### src/rtl/wb_regfile_pkg.sv
// Shared constants for the MIPS write-back stage and register file.
// Holds the address/data widths, the zero-register index and the named registers used in tests.
package wb_regfile_pkg;

    localparam int AW    = 5;
    localparam int WIDTH = 32;
    localparam int NREGS = 1 << AW;

    localparam logic [AW-1:0] REG_ZERO = 5'd0;
    localparam logic [AW-1:0] REG_AT   = 5'd1;
    localparam logic [AW-1:0] REG_V0   = 5'd2;
    localparam logic [AW-1:0] REG_V1   = 5'd3;
    localparam logic [AW-1:0] REG_A1   = 5'd5;
    localparam logic [AW-1:0] REG_A3   = 5'd7;
    localparam logic [AW-1:0] REG_T0   = 5'd8;
    localparam logic [AW-1:0] REG_T1   = 5'd9;
    localparam logic [AW-1:0] REG_T2   = 5'd10;
    localparam logic [AW-1:0] REG_SP   = 5'd29;
    localparam logic [AW-1:0] REG_RA   = 5'd31;

    typedef enum logic {
        WB_SEL_ALU = 1'b0,
        WB_SEL_MEM = 1'b1
    } wb_sel_e;

    function automatic logic is_zero_reg(input logic [AW-1:0] idx);
        return idx == REG_ZERO;
    endfunction

endpackage

### src/rtl/regfile_array.sv
// Raw 2^AW x WIDTH storage: synchronous clear, one write port, two asynchronous read ports.
// Zero-register and bypass rules live in the enclosing write-back stage.
module regfile_array
    import wb_regfile_pkg::*;
#(
    parameter int WIDTH = wb_regfile_pkg::WIDTH,
    parameter int AW    = wb_regfile_pkg::AW
) (
    input  logic             clk,
    input  logic             rst,
    input  logic             we,
    input  logic [AW-1:0]    waddr,
    input  logic [WIDTH-1:0] wdata,
    input  logic [AW-1:0]    raddr_a,
    input  logic [AW-1:0]    raddr_b,
    output logic [WIDTH-1:0] rdata_a,
    output logic [WIDTH-1:0] rdata_b
);

    logic [WIDTH-1:0] mem [1 << AW];

    always_ff @(posedge clk) begin
        if (rst) begin
            for (int i = 0; i < (1 << AW); i++) begin
                mem[i] <= '0;
            end
        end else if (we) begin
            mem[waddr] <= wdata;
        end
    end

    assign rdata_a = mem[raddr_a];
    assign rdata_b = mem[raddr_b];

endmodule

### src/rtl/wb_regfile.sv
// MIPS write-back stage: selects ALU/load data, commits to the register file,
// serves write-first bypassed reads to ID and counts committed writes.
module wb_regfile
    import wb_regfile_pkg::*;
#(
    parameter int WIDTH = wb_regfile_pkg::WIDTH,
    parameter int AW    = wb_regfile_pkg::AW
) (
    input  logic             clk,
    input  logic             rst,
    input  logic             wregin,
    input  logic             m2regin,
    input  logic [AW-1:0]    RdRtin,
    input  logic [WIDTH-1:0] aluresultin,
    input  logic [WIDTH-1:0] memdatain,
    input  logic [AW-1:0]    rna,
    input  logic [AW-1:0]    rnb,
    output logic [WIDTH-1:0] qa,
    output logic [WIDTH-1:0] qb,
    output logic [WIDTH-1:0] wbdata,
    output logic [31:0]      wcount
);

    logic             commit;
    logic [WIDTH-1:0] raw_a;
    logic [WIDTH-1:0] raw_b;
    logic [31:0]      wcount_q;

    // Read port resolution: reset masking beats the zero rule, which beats the bypass.
    function automatic logic [WIDTH-1:0] read_port(
        input logic             rst_i,
        input logic [AW-1:0]    addr,
        input logic             wen,
        input logic [AW-1:0]    waddr,
        input logic [WIDTH-1:0] wval,
        input logic [WIDTH-1:0] stored
    );
        if (rst_i || addr == '0) begin
            return '0;
        end else if (wen && waddr == addr) begin
            return wval;
        end else begin
            return stored;
        end
    endfunction

    assign wbdata = (wb_sel_e'(m2regin) == WB_SEL_MEM) ? memdatain : aluresultin;
    assign commit = !rst && wregin && (RdRtin != '0);

    regfile_array #(
        .WIDTH (WIDTH),
        .AW    (AW)
    ) u_array (
        .clk     (clk),
        .rst     (rst),
        .we      (commit),
        .waddr   (RdRtin),
        .wdata   (wbdata),
        .raddr_a (rna),
        .raddr_b (rnb),
        .rdata_a (raw_a),
        .rdata_b (raw_b)
    );

    assign qa = read_port(rst, rna, wregin, RdRtin, wbdata, raw_a);
    assign qb = read_port(rst, rnb, wregin, RdRtin, wbdata, raw_b);

    // Wraps naturally modulo 2^32.
    always_ff @(posedge clk) begin
        if (rst) begin
            wcount_q <= '0;
        end else if (commit) begin
            wcount_q <= wcount_q + 32'd1;
        end
    end

    assign wcount = wcount_q;

endmodule

### config.mk
export PLATFORM = sky130hd
export DESIGN_NAME = wb_regfile
export DESIGN_NICKNAME = d
export VERILOG_FILES = /design/src/rtl/wb_regfile_pkg.sv /design/src/rtl/regfile_array.sv /design/src/rtl/wb_regfile.sv
export SDC_FILE = /design/constraint.sdc
export NUM_CORES = 2
export LEC_CHECK = 0
export BUFFER_PORTS_ARGS = -buffer_cell sky130_fd_sc_hd__buf_4
export CAP_MARGIN = 10
export CELL_PAD_IN_SITES_DETAIL_PLACEMENT = 2
export CELL_PAD_IN_SITES_GLOBAL_PLACEMENT = 2
export CORE_MARGIN = 3
export CORE_UTILIZATION = 45
export DETAILED_ROUTE_END_ITERATION = 16
export GPL_TIMING_DRIVEN = 0
export PLACE_DENSITY_LB_ADDON = 0.12
export SYNTH_ARGS = -nofsm -noshare
export SYNTH_HDL_FRONTEND = slang
export SYNTH_HIERARCHICAL = 1
export SYNTH_SLANG_ARGS = --single-unit
### constraint.sdc
create_clock -name clk -period 9 [get_ports clk]
set_input_delay 2.7 -clock clk [delete_from_list [all_inputs] [get_ports clk]]
set_output_delay 2.7 -clock clk [all_outputs]
set_load 0.02 [all_outputs]
==> reports/metrics.csv <==
metric,value,unit
rsz0062_at_grt,false,
worstHoldEndpoint,wcount[7],
clkSlewWorstSetupHoldPaths,60,ps
fin_skew,18.8,ps
grt_max_degree,33,
start_util,45.4,%
avgSynthCellArea,11.7,um2
worst_slack,161,ps
ios,211,
cts_buffers,120,
grt_pass1_vias,50154,
maxCapViolCount,0,
grtUsageMet1,47.4,%
grt_overflow_total,0,
preCtsSetupSlack,200,ps
path_class,in2out,
synth_cells,5126,
cts.repair.resized,0,
cp-start-kind,primary input,
htree_levels,3,
top_usage_layer,met2,
rows,133,
yosys-mux-area-fraction,18.0,%
routedWlPerCell,38.0,um
cts_tree,built,
seqPwrFrac,45.7,%
worstPathRequired,6300,ps
r2r_cells,6,
clockPowerShare,39.5,%
tns,0,ps
syn_nets,5210,
share_comb_of_total_power,14.8,%
slew_viol_final,0,
min-delay-start,wcount[7],
die_w,371,um
area_delta_synth_final,12.9,%
clock_latency,760,ps
gp_congestion,0.988,
arrival,6140,ps
synth_top_family_by_area,multiplexers,
synth_compound_area_share,7.53,%
p_leak,26.5,nW
setup_viol,0,
hold_class,reg2reg,
worstMarginPinSlew,1400,ps
antenna_left,0,
yosys_warnings,6,
core,0.132,mm2
synth_cell_type_count,54,
hold_viol_final,0,
timing.hold.ws,511,ps
finalNetCount,5541,
drc_errors,0,
via_count,47564,
synth-simple-area-share,17.3,%
synth_xor_area_share,0.190,%
die_height,371,um
hold_depth,2,
relSlewSlack,6.64,%
post-route-period-util,98.2,%
r2r-start,wcount[3],
swShare,28.4,%
synthAdderAreaFrac,0.0209,%
fmax,113,MHz
clock_path_buffers,3,
cts_hold_buf,0,
power.switching,3.61,mW
cp-end-kind,output pin,
synth_top_area_share,51.4,%
ys_seq_area_share,52.5,%
antenna_found_initial,25,
fillers,13091,
syn_area,0.0598,mm2
outcome,finished clean,
met2_usage,63.2,%
r2r_end,wcount[26],
synth_edf_count,1024,
ir_worst_vdd,164,uV
die-area,0.137,mm2
async_flop_share,0,%
ys_ff_latch,1056,
hpwl,203,mm
post-route-min-period,8840,ps
cp_max_fo,10,
synth_top_area_cell,edfxtp_1,
clock-sinks,1056,
wl,279,mm
synthTopCellsByArea,"edfxtp_1 51%, mux2i_1 17%, and2_1 11%",
io_buffer_count,209,
cts_root_buffer,clkbuf_16,
grt_use_met3,7.13,%
drive_above_1_share,13.1,%
r2r_setup_slack,6650,ps
grt_usage,39.7,%
cellPowerDensity,188,mW/mm2
drtPass1Iterations,6,
via_per_inst,6.49,
p_int,9.09,mW
grt_pass1_wl,383,mm
post_cts_buffers,0,
synth_ff_type,edfxtp_1,
drtIter0Drc,4792,
## registers in the layout (all words and copies together) (netlist names)
signal       flops
u_array/mem   1024
wcount          32
## cell type report
cell class / instances / area [um2] / area share [%]
sequential: 1056 / 31400 / 46.5
multi-input combinational: 3566 / 25800 / 38.1
clock buffer: 164 / 3310 / 4.91
buffer: 500 / 2660 / 3.93
tap: 1755 / 2200 / 3.25
timing repair buffer: 211 / 1600 / 2.37
clock inverter: 62 / 603 / 0.893
antenna: 11 / 27.5 / 0.0408
inverter: 2 / 7.51 / 0.0111
## per-stage QoR
stage	cell area, um2	total power [mW]	std cells	utilization (%)
floorplan	59800	6.81	5126	-
global placement	63600	7.61	7090	48.2
detailed placement	63600	7.71	7092	48.3
CTS	67500	12.7	7318	51.2
global route	67500	13.0	7317	51.2
finish	67500	12.7	7327	51.3
## critical path, cell delays in order
cell,delay [ps]
buf_4,150
and2_1,170
clkbuf_1,510
buf_1,480
a22oi_1,290
nand3_1,470
nand3_1,270
a21oi_1,60
nor3_1,730
buf_4,280
## how the worst max path moves through the flow
stage,start,to,slack [ps],depth (start not counted)
CTS,RdRtin[0],qb[12],200,9
detailed placement,RdRtin[0],qb[12],200,9
global placement,rna[0],qa[1],-400,10
finish,rna[2],qa[13],160,10
global route,rna[2],qa[13],80,10
floorplan,RdRtin[0],qb[10],1940,7
## cells in the mapped netlist (11+ instances only)
library cell and count:
a21oi_1 273, a22o_1 128, a22oi_1 192, a31oi_1 64, and2_1 1029, buf_1 23, buf_2 54, buf_4 77
buf_6 43, clkbuf_1 235, clkbuf_2 66, dfxtp_1 32, edfxtp_1 1024, mux2_2 35, mux2i_1 1026, nand2_1 207
nand3_1 203, nor2_1 37, nor2b_1 14, nor3_1 192, nor4_1 11, o31ai_1 14, or2_2 35, or4_1 18
## cells by family after synthesis
kind of cell | after synthesis
and+or+nand+nor | 1803
AOI/OAI and AO/OA | 681
muxes | 1068
xor gates and xnor gates | 13
adders and majority gates | 1
DFF | 1056
buffers and inverters | 504
## placed cells by master (no fill, tap or decap), types with 43 or more instances in the layout
master,synthesis,layout
edfxtp_1,1024,1024
buf_4,77,286
and2_1,1029,1029
buf_6,43,43
clkbuf_1,235,264
clkbuf_2,66,69
nand3_1,203,203
a22oi_1,192,192
a21oi_1,273,273
a31oi_1,64,64
nand2_1,207,207
nor3_1,192,192
a22o_1,128,128
mux2i_1,1026,1026
clkbuf_16,0,124
buf_2,54,54
## power by group through the flow
stage | clock, mW | sequential, mW | combinational (mW)
6_report | 5.02 | 5.80 | 1.88
5_1_grt | 5.24 | 5.82 | 1.93
4_1_cts | 5.05 | 5.79 | 1.83
3_5_place_dp | 0 | 5.89 | 1.82
3_3_place_gp | 0 | 5.85 | 1.76
2_1_floorplan | 0 | 5.83 | 0.984
## routing by layer
layer	share of wire, %	vias to the layer above
met1	37	24885
met3	7.9	728
met5	0.0068	-
li1	-	19530
met4	9.4	2
met2	46	2419
Note: power is estimated with default switching activity, not from simulation.
